### src/rtl/adc_scan_ctrl_pkg.sv
// Shared types and helpers for the ADC scan sequencer.
// Mask search works on a 16-bit mask so one function serves every channel count.
package adc_scan_pkg;

  localparam int MAX_CH = 16;
  localparam int IDX_W  = 4;

  typedef enum logic [1:0] {
    ST_IDLE,
    ST_SETTLE,
    ST_SAMPLE,
    ST_OUTPUT
  } scan_state_t;

  typedef struct packed {
    logic             found;
    logic [IDX_W-1:0] idx;
  } ch_pick_t;

  // Lowest set bit above cur (or at/above cur when incl is set).
  function automatic ch_pick_t next_enabled(input logic [MAX_CH-1:0] mask,
                                            input logic [IDX_W-1:0]  cur,
                                            input logic              incl);
    ch_pick_t p;
    p = '0;
    for (int i = MAX_CH - 1; i >= 0; i--) begin
      if (mask[i] && ((i > int'(cur)) || (incl && (i == int'(cur))))) begin
        p.found = 1'b1;
        p.idx   = IDX_W'(i);
      end
    end
    return p;
  endfunction

endpackage

### src/rtl/adc_avg_accum.sv
// Sums 2^AVG_LOG2 consecutive codes; o_done/o_avg are valid on the cycle of the last add.
// o_avg includes the current code so the result can be registered on that same edge.
module adc_avg_accum #(
  parameter int AVG_LOG2 = 2
) (
  input  logic       clk,
  input  logic       rst,
  input  logic       i_clr,
  input  logic       i_en,
  input  logic [7:0] i_code,
  output logic       o_done,
  output logic [7:0] o_avg
);

  localparam int ACC_W = 8 + AVG_LOG2;
  localparam logic [4:0] LAST = 5'((1 << AVG_LOG2) - 1);

  logic [ACC_W-1:0] r_acc;
  logic [ACC_W-1:0] w_sum;
  logic [4:0]       r_cnt;

  assign w_sum  = r_acc + ACC_W'(i_code);
  assign o_done = i_en && (r_cnt == LAST);
  assign o_avg  = 8'(w_sum >> AVG_LOG2);

  always_ff @(posedge clk or posedge rst) begin
    if (rst) begin
      r_acc <= '0;
      r_cnt <= '0;
    end else if (i_clr) begin
      r_acc <= '0;
      r_cnt <= '0;
    end else if (i_en) begin
      r_acc <= w_sum;
      r_cnt <= r_cnt + 5'd1;
    end
  end

endmodule

### src/rtl/adc_scan_ctrl.sv
// Time-shares one 8-bit flash ADC across NUM_CH mux inputs: settle, average, emit per channel.
// Results wait on res_ready indefinitely; the scan stalls rather than drop a result.
module adc_scan_ctrl
  import adc_scan_pkg::*;
#(
  parameter int NUM_CH     = 4,
  parameter int SETTLE_CYC = 3,
  parameter int AVG_LOG2   = 2
) (
  input  logic                      clk,
  input  logic                      rst,
  input  logic                      start,
  input  logic                      continuous,
  input  logic [NUM_CH-1:0]         ch_mask,
  input  logic [7:0]                vref_cfg,
  output logic [7:0]                adc_vref,
  output logic [$clog2(NUM_CH)-1:0] adc_sel,
  input  logic [7:0]                adc_code,
  output logic                      res_valid,
  input  logic                      res_ready,
  output logic [$clog2(NUM_CH)-1:0] res_ch,
  output logic [7:0]                res_data,
  output logic                      busy
);

  localparam int CH_W = $clog2(NUM_CH);
  // A scan started from IDLE gets one extra settle cycle for the fresh Vref.
  localparam logic [3:0] CNT_FIRST = 4'(SETTLE_CYC);
  localparam logic [3:0] CNT_NEXT  = 4'(SETTLE_CYC - 1);

  scan_state_t       r_state, w_next;
  logic [NUM_CH-1:0] r_mask;
  logic [7:0]        r_vref;
  logic [CH_W-1:0]   r_sel;
  logic [CH_W-1:0]   r_res_ch;
  logic [7:0]        r_res_data;
  logic [3:0]        r_settle_cnt;

  logic       w_load_scan, w_adv, w_cnt_ld, w_acc_clr, w_acc_en, w_acc_done;
  logic [3:0] w_cnt_val;
  logic [7:0] w_avg;
  ch_pick_t   w_low, w_up;

  assign w_low = next_enabled(MAX_CH'(ch_mask), '0, 1'b1);
  assign w_up  = next_enabled(MAX_CH'(r_mask), IDX_W'(r_sel), 1'b0);

  assign adc_vref  = r_vref;
  assign adc_sel   = r_sel;
  assign res_ch    = r_res_ch;
  assign res_data  = r_res_data;
  assign res_valid = (r_state == ST_OUTPUT);
  assign busy      = (r_state != ST_IDLE);

  adc_avg_accum #(.AVG_LOG2(AVG_LOG2)) u_accum (
    .clk   (clk),
    .rst   (rst),
    .i_clr (w_acc_clr),
    .i_en  (w_acc_en),
    .i_code(adc_code),
    .o_done(w_acc_done),
    .o_avg (w_avg)
  );

  always_ff @(posedge clk or posedge rst) begin
    if (rst) r_state <= ST_IDLE;
    else     r_state <= w_next;
  end

  always_comb begin
    w_next      = r_state;
    w_load_scan = 1'b0;
    w_adv       = 1'b0;
    w_cnt_ld    = 1'b0;
    w_cnt_val   = CNT_NEXT;
    w_acc_clr   = 1'b0;
    w_acc_en    = 1'b0;
    case (r_state)
      ST_IDLE: begin
        if (start && w_low.found) begin
          w_next      = ST_SETTLE;
          w_load_scan = 1'b1;
          w_cnt_ld    = 1'b1;
          w_cnt_val   = CNT_FIRST;
        end
      end
      ST_SETTLE: begin
        if (r_settle_cnt == 4'd0) begin
          w_next    = ST_SAMPLE;
          w_acc_clr = 1'b1;
        end
      end
      ST_SAMPLE: begin
        w_acc_en = 1'b1;
        if (w_acc_done) w_next = ST_OUTPUT;
      end
      ST_OUTPUT: begin
        if (res_ready) begin
          if (w_up.found) begin
            w_next   = ST_SETTLE;
            w_adv    = 1'b1;
            w_cnt_ld = 1'b1;
          end else if (continuous && w_low.found) begin
            w_next      = ST_SETTLE;
            w_load_scan = 1'b1;
            w_cnt_ld    = 1'b1;
          end else begin
            w_next = ST_IDLE;
          end
        end
      end
      default: w_next = ST_IDLE;
    endcase
  end

  always_ff @(posedge clk or posedge rst) begin
    if (rst) begin
      r_mask       <= '0;
      r_vref       <= '0;
      r_sel        <= '0;
      r_res_ch     <= '0;
      r_res_data   <= '0;
      r_settle_cnt <= '0;
    end else begin
      if (w_load_scan) begin
        r_mask <= ch_mask;
        r_vref <= vref_cfg;
        r_sel  <= CH_W'(w_low.idx);
      end else if (w_adv) begin
        r_sel <= CH_W'(w_up.idx);
      end
      if (w_cnt_ld)
        r_settle_cnt <= w_cnt_val;
      else if ((r_state == ST_SETTLE) && (r_settle_cnt != 4'd0))
        r_settle_cnt <= r_settle_cnt - 4'd1;
      if (w_acc_done) begin
        r_res_data <= w_avg;
        r_res_ch   <= r_sel;
      end
    end
  end

endmodule

### config.mk
export PLATFORM = sky130hd
export DESIGN_NAME = adc_scan_ctrl
export DESIGN_NICKNAME = d
export VERILOG_FILES = /design/src/rtl/adc_scan_ctrl_pkg.sv /design/src/rtl/adc_avg_accum.sv /design/src/rtl/adc_scan_ctrl.sv
export SDC_FILE = /design/constraint.sdc
export NUM_CORES = 1
export LEC_CHECK = 0
export BUFFER_PORTS_ARGS = -buffer_cell sky130_fd_sc_hd__buf_2
export CORE_MARGIN = 2
export CORE_UTILIZATION = 54
export CTS_BUF_LIST = sky130_fd_sc_hd__clkbuf_4 sky130_fd_sc_hd__clkbuf_8
export DETAILED_ROUTE_END_ITERATION = 8
export PLACE_DENSITY = 0.78
export SETUP_SLACK_MARGIN = 0.15
export SLEW_MARGIN = 20
export SYNTH_ARGS = -nofsm -noshare
export SYNTH_HDL_FRONTEND = slang
export SYNTH_SLANG_ARGS = --single-unit
### constraint.sdc
create_clock -name clk -period 2.3 [get_ports clk]
set_input_delay 0.23 -clock clk [delete_from_list [all_inputs] [get_ports clk]]
set_output_delay 0.23 -clock clk [all_outputs]
set_load 0.01 [all_outputs]
==> results of run 1 <==
flip-flops by register name (all words and copies together), names as in the netlist:
signal         cells
u_accum.r_acc     10
r_settle_cnt       4
res_data           8
u_accum.r_cnt      5
adc_sel            2
r_state            2
res_ch             2
r_mask             3
adc_vref           8
per-layer routing:
layer	GRT usage	routed length [microns]
met3	0.04167	190
met4	0.06709	63
met5	0	0
met1	0.2800	2292
met2	0.3220	2330
metrics by stage:
stage	cell area (sq um)	power (W)	utilization
after floorplan	2497	0.003039	-
after global placement	2820	0.003553	0.6389
after detailed placement	2820	0.003620	0.6389
after CTS	2932	0.004237	0.6641
after global routing	2943	0.004616	0.6667
final	2943	0.004227	0.6667
power by group through the flow:
stage | registers (W) | clock network [W] | logic (W)
2_1_floorplan | 0.00148 | 0 | 0.00156
3_3_place_gp | 0.00142 | 0 | 0.00213
3_5_place_dp | 0.00144 | 0 | 0.00218
4_1_cts | 0.00142 | 0.000613 | 0.00220
5_1_grt | 0.00148 | 0.000634 | 0.00250
6_report | 0.00142 | 0.000596 | 0.00221
worst max path at each step:
stage / from / to
2_1_floorplan: u_accum.r_acc[0] / u_accum.r_acc[8]
3_3_place_gp: u_accum.r_acc[0] / u_accum.r_acc[8]
3_5_place_dp: u_accum.r_acc[0] / u_accum.r_acc[8]
4_1_cts: u_accum.r_acc[0] / u_accum.r_acc[8]
5_1_grt: u_accum.r_acc[0] / u_accum.r_acc[8]
6_report: r_state[0] / r_mask[1]
cell families after synthesis:
family | count (synthesis)
muxes | 22
adders and majority gates | 15
AOI/OAI and AO/OA | 53
buffers and inverters | 22
xor gates and xnor gates | 11
DFF | 44
and+or+nand+nor | 76
layout make-up:
type	count	area, sq um	area share
clock inverter	2	35.03	0.01190
clock buffer	6	76.32	0.02594
inverter	16	60.06	0.02041
timing repair buffer	52	287.8	0.09779
multi-input combinational	177	1318	0.4477
tap	52	65.06	0.02211
sequential	44	1101	0.3742
worst max-delay path: cells and delay by family, from the launching register on:
kind	cells	cell delay, ns
buffers and inverters	2	0.38
flip-flops	1	0.42
multiplexers	1	0.37
AO/OA/AOI/OAI	1	0.36
adder cells (fa/ha/maj)	1	0.40
synth_stat cells, types with 6 or more instances:
cell / count
dfrtp_1: 44
nor2_1: 24
nand2_1: 20
inv_1: 15
o21ai_0: 15
ha_1: 14
mux2i_1: 9
mux2_4: 8
nor3_1: 7
a21oi_1: 6
xor2_1: 6
layout by cell type (no fill, tap or decap), types with 5 or more instances in the layout:
cell type | Yosys | routed
a21oi_1 | 6 | 6
buf_2 | 0 | 46
buf_4 | 0 | 5
clkbuf_8 | 0 | 5
dfrtp_1 | 44 | 44
ha_1 | 14 | 14
inv_1 | 15 | 14
mux2_2 | 5 | 5
mux2_4 | 8 | 8
mux2i_1 | 9 | 9
nand2_1 | 20 | 20
nor2_1 | 24 | 24
nor3_1 | 7 | 7
o21ai_0 | 15 | 14
xnor2_1 | 5 | 5
xor2_1 | 6 | 6
timing repair:
| action | in CTS | in global routing |
|---|---|---|
| hold buffers | 0 | 0 |
| resized for setup | 0 | 3 |
| endpoints found under the setup margin | 0 | 4 |
==> metrics.csv, run 1 <==
stage,metric,value,unit
run_status,outcome,finished with violations,
run_status,failing checks,negative hold slack,
clock_tree,CTS Buf Count,5,
sta,Max Slew Vio Count,0,
floorplanning,Initial Utilization,0.5658,
setup_path,CP peak stage delay,0.42,ns
power_and_ir_drop,Logic pwr share,0.523,
floorplanning,Die Ht,72.01,microns
global_route,largest net degree at the start of global routing,26,
power_and_ir_drop,sw frac,0.3975,
sta,Hold Fails Final Rpt,12,
setup_path,CP Max Fanout,13,
synth,cell count after synthesis,243,
setup_path,Worst Path Required,2.49,ns
place,routability cong.,0.8353,
clock_tree,H-tree Lvls,2,
setup_path,R2R Path Start,r_state[0],
global_route,Total GRT Usage,0.2028,
synth,Post-synth ARST share,1.000,
clock_tree,CTS Sinks,44,
sta,Slew @ Worst Pin,0.8675,ns
clock_tree,root buf cell,clkbuf_8,
synth,Simple-Gate Fraction of Synth Area,0.1483,
global_route,first-pass GRT wire length,8.321,mm
sta,fin crit period,2.039,ns
synth,sequential share of the synthesized area,0.4409,
clock_tree,clock buffer depth,2,
clock_tree,Clock Latency Late Sink,0.30,ns
synth,post-synthesis register bit count,44,
synth,"EDFF count, synth",0,
synth,dominant cell type by area after synthesis,dfrtp_1,
synth,post-synthesis mux area share,0.1067,
power_and_ir_drop,Lkg Pwr,1.431,nW
setup_path,R2R depth,5,
power_and_ir_drop,power share of the clock group,0.141,
synth,Compound-Gate Fraction of Synth Area,0.1513,
final_layout,ANT cells,0,
final_layout,Fillers,355,
clock_tree,Post-CTS Repair Setup Buffers,0,
synth,adder-cell share of the synthesized area,0.07816,
drt,final wirelength,4.877,mm
drt,Final ANT Viol Nets,0,
setup_path,CP max stage cell,dfrtp_1,
place,Placed Cells,341,
clock_tree,CTS tree,built,
final_layout,Final Non-Filler Cells,349,
floorplanning,Die Wd,72.01,microns
global_route,grt total ovfl,0,
sta,fmax,490.3,MHz
synth,Yosys top cell area share,0.4409,
drt,DRC,0,
synth,net count after synthesis,283,
setup_path,arrival time at the worst endpoint,2.23,ns
drt,initial DRC count,105,
sta,hold slack,-0.007043,ns
synth,ys flop type,dfrtp_1,
drt,vias,1922,
synth,Area contributors post-synth,"dfrtp_1 (44%), ha_1 (7.0%), mux2_4 (4.8%), mux2i_1 (3.6%), nor2_1 (3.6%)",
power_and_ir_drop,"IR drop worst, VDD",0.6935,mV
sta,Setup TNS Final,0,ns
place,IO buf count,46,
setup_path,CP endpoint kind,flop,
place,Final HPWL DP,3.625,mm
power_and_ir_drop,Power Density,1436,nW/um^2
synth,synth warn,0,
power_and_ir_drop,Switch Pwr,0.001681,W
synth,Yosys cell types,50,
sta,final setup vio count,0,
sta,fin crit share,0.8867,
power_and_ir_drop,sequential power share,0.336,
floorplanning,row count,24,
drt,DR vias/cell,5.507,
synth,Syn Area/Cell,10.28,sq um
run,max-cap violation count,0,
floorplanning,IO Pins,47,
sta,final worst slack,0.2606,ns
floorplanning,full die area,5185,sq um
setup_path,Reg2Reg Setup Slack,0.26,ns
drt,drt pass-1 iters,4,
final_layout,Final #Nets,336,
setup_path,WS Path Type,flop to flop,
synth,Post-Syn Area,2497,sq um
floorplanning,Core Area,4414,sq um
sta,clock skew,0.01026,ns
synth,Post-Synth XOR/XNOR Area,0.03858,
global_route,vias in the first global route,1826,
sta,Rel. slew slack,0.4181,
clock_tree,clock slew at reported path FFs,0.09,ns
sta,RSZ-0062 raised after global routing,yes,
final_layout,Area Growth Syn to Fin,17.84,%
setup_path,Critical Path Source Type,flop,
setup_path,CP Cell Sequence,"inv_1, ha_1, o41ai_4, buf_4, mux2_2",
global_route,initial antenna violation count,0,
place,worst slack at placement,0.2426,ns
synth,largest family of logic cells by synthesized area,compound AO/OA/AOI/OAI gates,
hold_path,Hold WC Path Type,input pin to async pin,
final_layout,share of layout cells above drive strength 1,0.2727,
power_and_ir_drop,Cell Int Power,0.002547,W
drt,routed len/inst,13.97,microns
setup_path,R2R Path End,r_mask[1],
Note: power is estimated with default switching activity, not from simulation.
==> inputs of run 2 (changes only) <==
BUFFER_PORTS_ARGS = -buffer_cell sky130_fd_sc_hd__buf_4   (was -buffer_cell sky130_fd_sc_hd__buf_2)
GPL_TIMING_DRIVEN = 0   (was default)
SYNTH_HIERARCHICAL = 1   (was default)
==> run 2 against run 1 <==
Compared with the run above: the run now ends clean; maximum frequency shrank 2.1%; final area grew 12%; critical path depth grew 2; worst setup slack lost 0.045 ns; area after synthesis grew 5.0%.
==> metrics.csv, run 2 <==
stage,metric,value,unit,change
sta,Rel. slew slack,0.5947,,+0.1767
final_layout,Final #Nets,338,,+0.60%
power_and_ir_drop,"IR drop worst, VDD",0.8159,mV,+18%
global_route,Total GRT Usage,0.2094,,+0.006626
floorplanning,Initial Utilization,0.5587,,-0.007093
final_layout,Top reg by flops,u_accum/r_acc,,
floorplanning,Die Ht,73.67,microns,+2.3%
clock_tree,H-tree Lvls,2,,unchanged
run_status,outcome,finished clean,,
synth,cell count after synthesis,235,,-3.3%
synth,Area contributors post-synth,"dfrtp_1 (42%), ha_1 (7.2%), mux2_2 (6.0%), mux2_4 (4.6%), nor2_1 (2.4%)",,
synth,net count after synthesis,276,,-2.5%
sta,RSZ-0062 raised after global routing,yes,,
clock_tree,CTS tree,built,,
drt,DR vias/cell,5.642,,+2.4%
place,Final HPWL DP,3.916,mm,+8.0%
global_route,largest net degree at the start of global routing,30,,+15%
global_route,grt total ovfl,0,,unchanged
setup_path,Worst Path Required,2.49,ns,about the same
synth,Yosys top cell area share,0.4200,,-0.02083
synth,most frequent cell after synthesis,dfrtp_1,,
sta,final worst slack,0.2159,ns,-0.04468 ns
synth,synth warn,6,,+6
drt,DRC,0,,unchanged
synth,sequential share of the synthesized area,0.4200,,-0.02083
setup_path,Critical Path Source Type,flop,,
setup_path,Reg2Reg Setup Slack,0.22,ns,-0.04 ns
synth,Compound-Gate Fraction of Synth Area,0.1437,,-0.007627
drt,Final ANT Viol Nets,0,,unchanged
drt,vias,1986,,+3.3%
floorplanning,Core Area,4692,sq um,+6.3%
place,IO buf count,46,,unchanged
synth,"EDFF count, synth",0,,unchanged
power_and_ir_drop,Lkg Pwr,1.593,nW,+11%
clock_tree,CTS Sinks,44,,unchanged
place,routability cong.,0.8264,,-1.1%
sta,fin crit period,2.084,ns,+0.04468 ns
clock_tree,Clock Latency Late Sink,0.30,ns,about the same
setup_path,arrival time at the worst endpoint,2.27,ns,+0.04 ns
setup_path,CP Cell Sequence,"buf_4, ha_1, nand2_1, nor3b_1, a31oi_4, buf_12, mux2_4",,
place,worst slack at placement,-0.1215,ns,-0.3640 ns
synth,ys flop type,dfrtp_1,,
drt,initial DRC count,132,,+26%
sta,hold slack,0.00007488,ns,+0.007118 ns
clock_tree,root buf cell,clkbuf_8,,
sta,fmax,479.8,MHz,-2.1%
power_and_ir_drop,Power Density,1426,nW/um^2,-0.75%
final_layout,Area Growth Syn to Fin,25.58,%,
final_layout,share of layout cells above drive strength 1,0.3960,,+0.1232
clock_tree,clock slew at reported path FFs,0.09,ns,about the same
global_route,initial antenna violation count,0,,unchanged
global_route,first-pass GRT wire length,8.728,mm,+4.9%
synth,Yosys cell types,61,,+22%
final_layout,area of the multi-input gates,1444,sq um,+9.6%
setup_path,WS Path Type,flop to flop,,
run,max-cap violation count,0,,unchanged
synth,post-synthesis mux area share,0.1337,,+0.02694
setup_path,largest delay contributor family on the critical path,simple AND/OR/NAND/NOR gates,,
setup_path,CP endpoint kind,flop,,
drt,routed len/inst,15.04,microns,+7.6%
setup_path,CP Max Fanout,10,,-3
synth,adder-cell share of the synthesized area,0.07924,,+0.001080
final_layout,most frequent cells in the layout,"buf_4 (57), dfrtp_1 (43), nor2_1 (16)",,
final_layout,number of flip-flops in the largest register,10,,unchanged
synth,post-synthesis register bit count,44,,unchanged
global_route,vias in the first global route,1917,,+5.0%
synth,largest family of logic cells by synthesized area,compound AO/OA/AOI/OAI gates,,
drt,final wirelength,5.295,mm,+8.6%
synth,Post-Synth XOR/XNOR Area,0.04296,,+0.004382
floorplanning,full die area,5427,sq um,+4.7%
setup_path,"Buf+Inv Stages, Crit Path",2,,unchanged
setup_path,CP peak stage delay,0.38,ns,-0.04 ns
synth,Simple-Gate Fraction of Synth Area,0.1346,,-0.01369
sta,Slew @ Worst Pin,0.6070,ns,-0.2605 ns
final_layout,register area,1102,sq um,+0.11%
final_layout,Fillers,349,,-1.7%
synth,Post-Syn Area,2621,sq um,+5.0%
setup_path,CP max stage cell,dfrtp_1,,
final_layout,"commonest non-fill, non-tap cell in the layout",buf_4,,
sta,fin crit share,0.9061,,+0.01943
floorplanning,IO Pins,47,,unchanged
drt,drt pass-1 iters,4,,unchanged
clock_tree,CTS Buf Count,5,,unchanged
floorplanning,Die Wd,73.67,microns,+2.3%
floorplanning,row count,25,,+4.2%
synth,"top cells by count, synth","dfrtp_1 (44), nor2_1 (17), inv_1 (16)",,
clock_tree,clock buffer depth,2,,unchanged
sta,final setup vio count,0,,unchanged
sta,clock skew,0.007119,ns,-0.003141 ns
synth,Post-synth ARST share,1.000,,unchanged
hold_path,Hold WC Path Type,input pin to async pin,,
sta,Max Slew Vio Count,0,,unchanged
synth,Syn Area/Cell,11.15,sq um,+8.5%
synth,dominant cell type by area after synthesis,dfrtp_1,,
sta,Hold Fails Final Rpt,0,,-12
final_layout,ANT cells,0,,unchanged
[run 2: final timing paths]
check | startpoint | end | depth (start not counted)
setup / recovery | r_state[0] | r_mask[3] | 7
hold / removal | rst | u_accum/r_cnt[3] | 2
setup reg to reg | r_state[0] | r_mask[3] | 7
hold reg to reg | res_data[5] | res_data[5] | 1
max in group asynchronous | rst | r_state[1] | 2
min in group clk | vref_cfg[6] | adc_vref[6] | 2
[run 2: layout make-up]
| cell class | instances | area share |
|---|---|---|
| tap | 54 | 0.02052 |
| clock inverter | 2 | 0.01178 |
| multi-input combinational | 166 | 0.4386 |
| clock buffer | 6 | 0.02509 |
| timing repair buffer | 55 | 0.1254 |
| buffer | 9 | 0.02547 |
| inverter | 16 | 0.01824 |
| sequential | 44 | 0.3349 |
[run 2: where the power goes]
part	switching [W]	leakage (nW)	internal, W	total (W)
Sequential	0.000282	0.541	0.00116	0.00144
Combinational	0.00123	0.991	0.00140	0.00262
Clock	0.000276	0.0614	0.000355	0.000631
Total	0.00178	1.59	0.00291	0.00469
[run 2: timing repair]
item | in CTS | in global routing
hold buffers | 0 | 0
endpoints found under the setup margin | 15 | 15
pin swaps | 0 | 5
gates resized for setup | 9 | 10
buffers inserted | 1 | 8
[run 2: worst reg2reg max path: cells and delay by family, from the launching register on]
kind	cells	cell delay, ns
compound gates	1	0.18
fa+ha+maj	1	0.26
buf+inv	2	0.34
flops	1	0.38
mux	1	0.30
simple gates	2	0.53
[run 2: cells by family after synthesis]
family | count (synthesis)
and+or+nand+nor | 64
AOI/OAI and AO/OA | 45
DFF | 44
muxes | 29
adders and majority gates | 16
buffers and inverters | 25
xor gates and xnor gates | 12
[run 2: routing by layer]
metal / share of wire / GRT usage
met1: 0.45 / 0.2838
met2: 0.49 / 0.3383
met3: 0.042 / 0.04801
met4: 0.010 / 0.05657
met5: 0 / 0
[run 2: per-stage QoR]
| stage | utilization | total power (W) | area, sq um | TNS [ns] | instances |
|---|---|---|---|---|---|
| after floorplan | - | 0.003155 | 2625 | 0 | 235 |
| final | 0.7016 | 0.004693 | 3292 | 0 | 352 |
| after global routing | 0.7016 | 0.005038 | 3292 | 0 | 352 |
| after global placement | 0.6475 | 0.003783 | 3038 | -0.3241 | 335 |
| after detailed placement | 0.6475 | 0.003863 | 3038 | -0.1727 | 335 |
| after CTS | 0.6805 | 0.004555 | 3193 | 0 | 344 |
==> inputs of run 3 (changes only) <==
CELL_PAD_IN_SITES_DETAIL_PLACEMENT = 1   (was default)
CELL_PAD_IN_SITES_GLOBAL_PLACEMENT = 2   (was default)
CORE_UTILIZATION = 37   (was 54)
PLACE_DENSITY = default   (was 0.78)
PLACE_DENSITY_LB_ADDON = 0.1   (was default)
==> run 3 against run 2 <==
Compared with the run above: clock power shrank 4.9%; final area grew 1.2%; cell count is 11% higher; routed wire length up 13%; hold slack better by 0.0084 ns; sequential power barely moved; clock skew about the same; via count fell by 0.70%; first-iteration DRC count down 61%; largest cell class unchanged.
==> metrics.csv, run 3 (synthesis gave the netlist of run 2 again) <==
stage,metric,value,unit,change
setup_path,CP peak stage delay,0.39,ns,about the same
setup_path,Reg2Reg Setup Slack,0.21,ns,about the same
drt,DRC,0,,unchanged
clock_tree,CTS Buf Count,5,,unchanged
global_route,first-pass GRT wire length,10.22,mm,+17%
run_status,outcome,finished clean,,
final_layout,most frequent cells in the layout,"buf_4 (55), dfrtp_1 (44), nor2_1 (17)",,
final_layout,Final #Nets,336,,-0.59%
sta,final setup vio count,0,,unchanged
drt,drt pass-1 iters,4,,unchanged
drt,Final ANT Viol Nets,0,,unchanged
clock_tree,CTS Sinks,44,,unchanged
final_layout,Area Growth Syn to Fin,27.11,%,
setup_path,WS Path Type,flop to flop,,
global_route,Total GRT Usage,0.1685,,-0.04089
clock_tree,clock slew at reported path FFs,0.09,ns,about the same
power_and_ir_drop,"IR drop worst, VDD",0.4531,mV,-44%
setup_path,CP max stage cell,dfrtp_1,,
power_and_ir_drop,Lkg Pwr,1.579,nW,-0.92%
floorplanning,Core Area,6832,sq um,+46%
floorplanning,full die area,7774,sq um,+43%
sta,Slew @ Worst Pin,0.6242,ns,+0.01721 ns
power_and_ir_drop,Final Total Pwr,0.004692,W,about the same
floorplanning,row count,30,,+20%
floorplanning,Die Wd,88.17,microns,+20%
hold_path,Hold WC Path Type,input pin to async pin,,
clock_tree,root buf cell,clkbuf_8,,
setup_path,CP Max Fanout,4,,-6
setup_path,CP Cell Sequence,"ha_1, inv_1, fa_2, nor2b_4, o2111ai_2, nand3_2, o311a_1, mux2_2",,
sta,fmax,478.4,MHz,-0.30%
setup_path,"Buf+Inv Stages, Crit Path",1,,-1
setup_path,R2R Path Start,u_accum/r_acc[0],,
floorplanning,Initial Utilization,0.3837,,-0.1750
power_and_ir_drop,sequential power share,0.307,,about the same
setup_path,Worst Path Required,2.49,ns,about the same
place,Final HPWL DP,4.497,mm,+15%
power_and_ir_drop,sw frac,0.3902,,+0.01036
sta,final worst slack,0.2097,ns,-0.006284 ns
clock_tree,H-tree Lvls,2,,unchanged
drt,routed len/inst,15.23,microns,+1.2%
final_layout,share of layout cells above drive strength 1,0.3953,,-0.0007029
sta,clock skew,0.006901,ns,-0.0002177 ns
sta,Max Slew Vio Count,0,,unchanged
power_and_ir_drop,Cell Int Power,0.002861,W,-1.7%
sta,Rel. slew slack,0.5834,,-0.01134
setup_path,CP endpoint kind,flop,,
final_layout,ANT cells,0,,unchanged
sta,Setup TNS Final,0,ns,unchanged
setup_path,largest delay contributor family on the critical path,compound AO/OA/AOI/OAI gates,,
floorplanning,IO Pins,47,,unchanged
drt,initial DRC count,51,,-61%
global_route,initial antenna violation count,0,,unchanged
power_and_ir_drop,power share of the clock group,0.128,,-0.006
setup_path,R2R depth,8,,+1
clock_tree,clock buffer depth,2,,unchanged
power_and_ir_drop,Switch Pwr,0.001831,W,+2.7%
drt,Routed met3 length,208,microns,-5.5%
final_layout,"commonest non-fill, non-tap cell in the layout",buf_4,,
final_layout,Final Non-Filler Cells,392,,+11%
drt,DR top layer,met4,,
clock_tree,CTS tree,built,,
setup_path,R2R Path End,res_data[6],,
final_layout,register area,1101,sq um,-0.11%
floorplanning,Die Ht,88.17,microns,+20%
sta,fin crit share,0.9088,,+0.002732
global_route,vias in the first global route,2072,,+8.1%
run,max-cap violation count,0,,unchanged
place,routability cong.,0.7255,,-12%
final_layout,Top reg by flops,u_accum/r_acc,,
final_layout,number of flip-flops in the largest register,10,,unchanged
setup_path,Critical Path Source Type,flop,,
drt,vias,1972,,-0.70%
final_layout,Fillers,773,,+120%
drt,routed wl met2,2.821,mm,+7.9%
place,IO buf count,46,,unchanged
sta,Hold Fails Final Rpt,0,,unchanged
place,worst slack at placement,-0.2727,ns,-0.1512 ns
global_route,grt total ovfl,0,,unchanged
place,Placed Cells,377,,+13%
global_route,largest net degree at the start of global routing,30,,unchanged
sta,RSZ-0062 raised after global routing,yes,,
setup_path,arrival time at the worst endpoint,2.28,ns,about the same
sta,hold slack,0.008442,ns,+0.008367 ns
sta,fin crit period,2.090,ns,+0.006284 ns
drt,final wirelength,5.970,mm,+13%
final_layout,area of the multi-input gates,1458,sq um,+0.95%
clock_tree,Clock Latency Late Sink,0.29,ns,about the same
power_and_ir_drop,Power Density,1408,nW/um^2,-1.2%
drt,M1 WL,2.900,mm,+20%
drt,DR vias/cell,5.031,,-11%
power_and_ir_drop,Logic pwr share,0.565,,+0.006
run 3: power by group through the flow:
stage / combinational, W / clock (W) / sequential (W)
after floorplan: 0.00169 / 0 / 0.00146
after global placement: 0.00242 / 0 / 0.00144
after detailed placement: 0.00249 / 0 / 0.00144
after CTS: 0.00263 / 0.000626 / 0.00144
after global routing: 0.00293 / 0.000656 / 0.00151
final: 0.00265 / 0.000600 / 0.00144
run 3: cell type report:
cell class / instances / share of cell area
Buffer: 9 / 0.02516
Clock buffer: 5 / 0.02065
Timing Repair Buffer: 53 / 0.1194
Sequential cell: 44 / 0.3305
Tap cell: 96 / 0.03605
Inverter: 16 / 0.01802
Multi-Input combinational cell: 166 / 0.4375
Clock inverter: 3 / 0.01277
run 3: metal layers:
layer,vias to the layer above,track usage
met5,-,0
met4,0,0.03306
met3,5,0.03582
met2,37,0.2638
met1,971,0.2422
li1,959,-
run 3: what timing repair did:
action                     in CTS  in global routing
pin swaps                       3                  2
setup endpoints to repair      23                 21
hold buffers                    0                  0
buffers inserted                5                  2
resized for setup              15                  6
run 3: through the flow:
step | utilization | instance area, sq um
final | 0.4877 | 3332
after global routing | 0.4877 | 3332
after global placement | 0.4524 | 3090
after detailed placement | 0.4524 | 3090
after CTS | 0.4821 | 3293
after floorplan | - | 2625
run 3: worst max path at each step:
stage / start / end / slack [ns] / cells past startpoint
floorplan: r_state[0] / r_state[0] / 0.18 / 10
global route: u_accum/r_acc[0] / res_data[6] / 0.12 / 8
global placement: r_state[0] / r_state[0] / -0.20 / 10
CTS: r_state[0] / r_state[0] / 0.16 / 10
detailed placement: r_state[0] / r_state[0] / -0.27 / 10
finish: u_accum/r_acc[0] / res_data[6] / 0.21 / 8
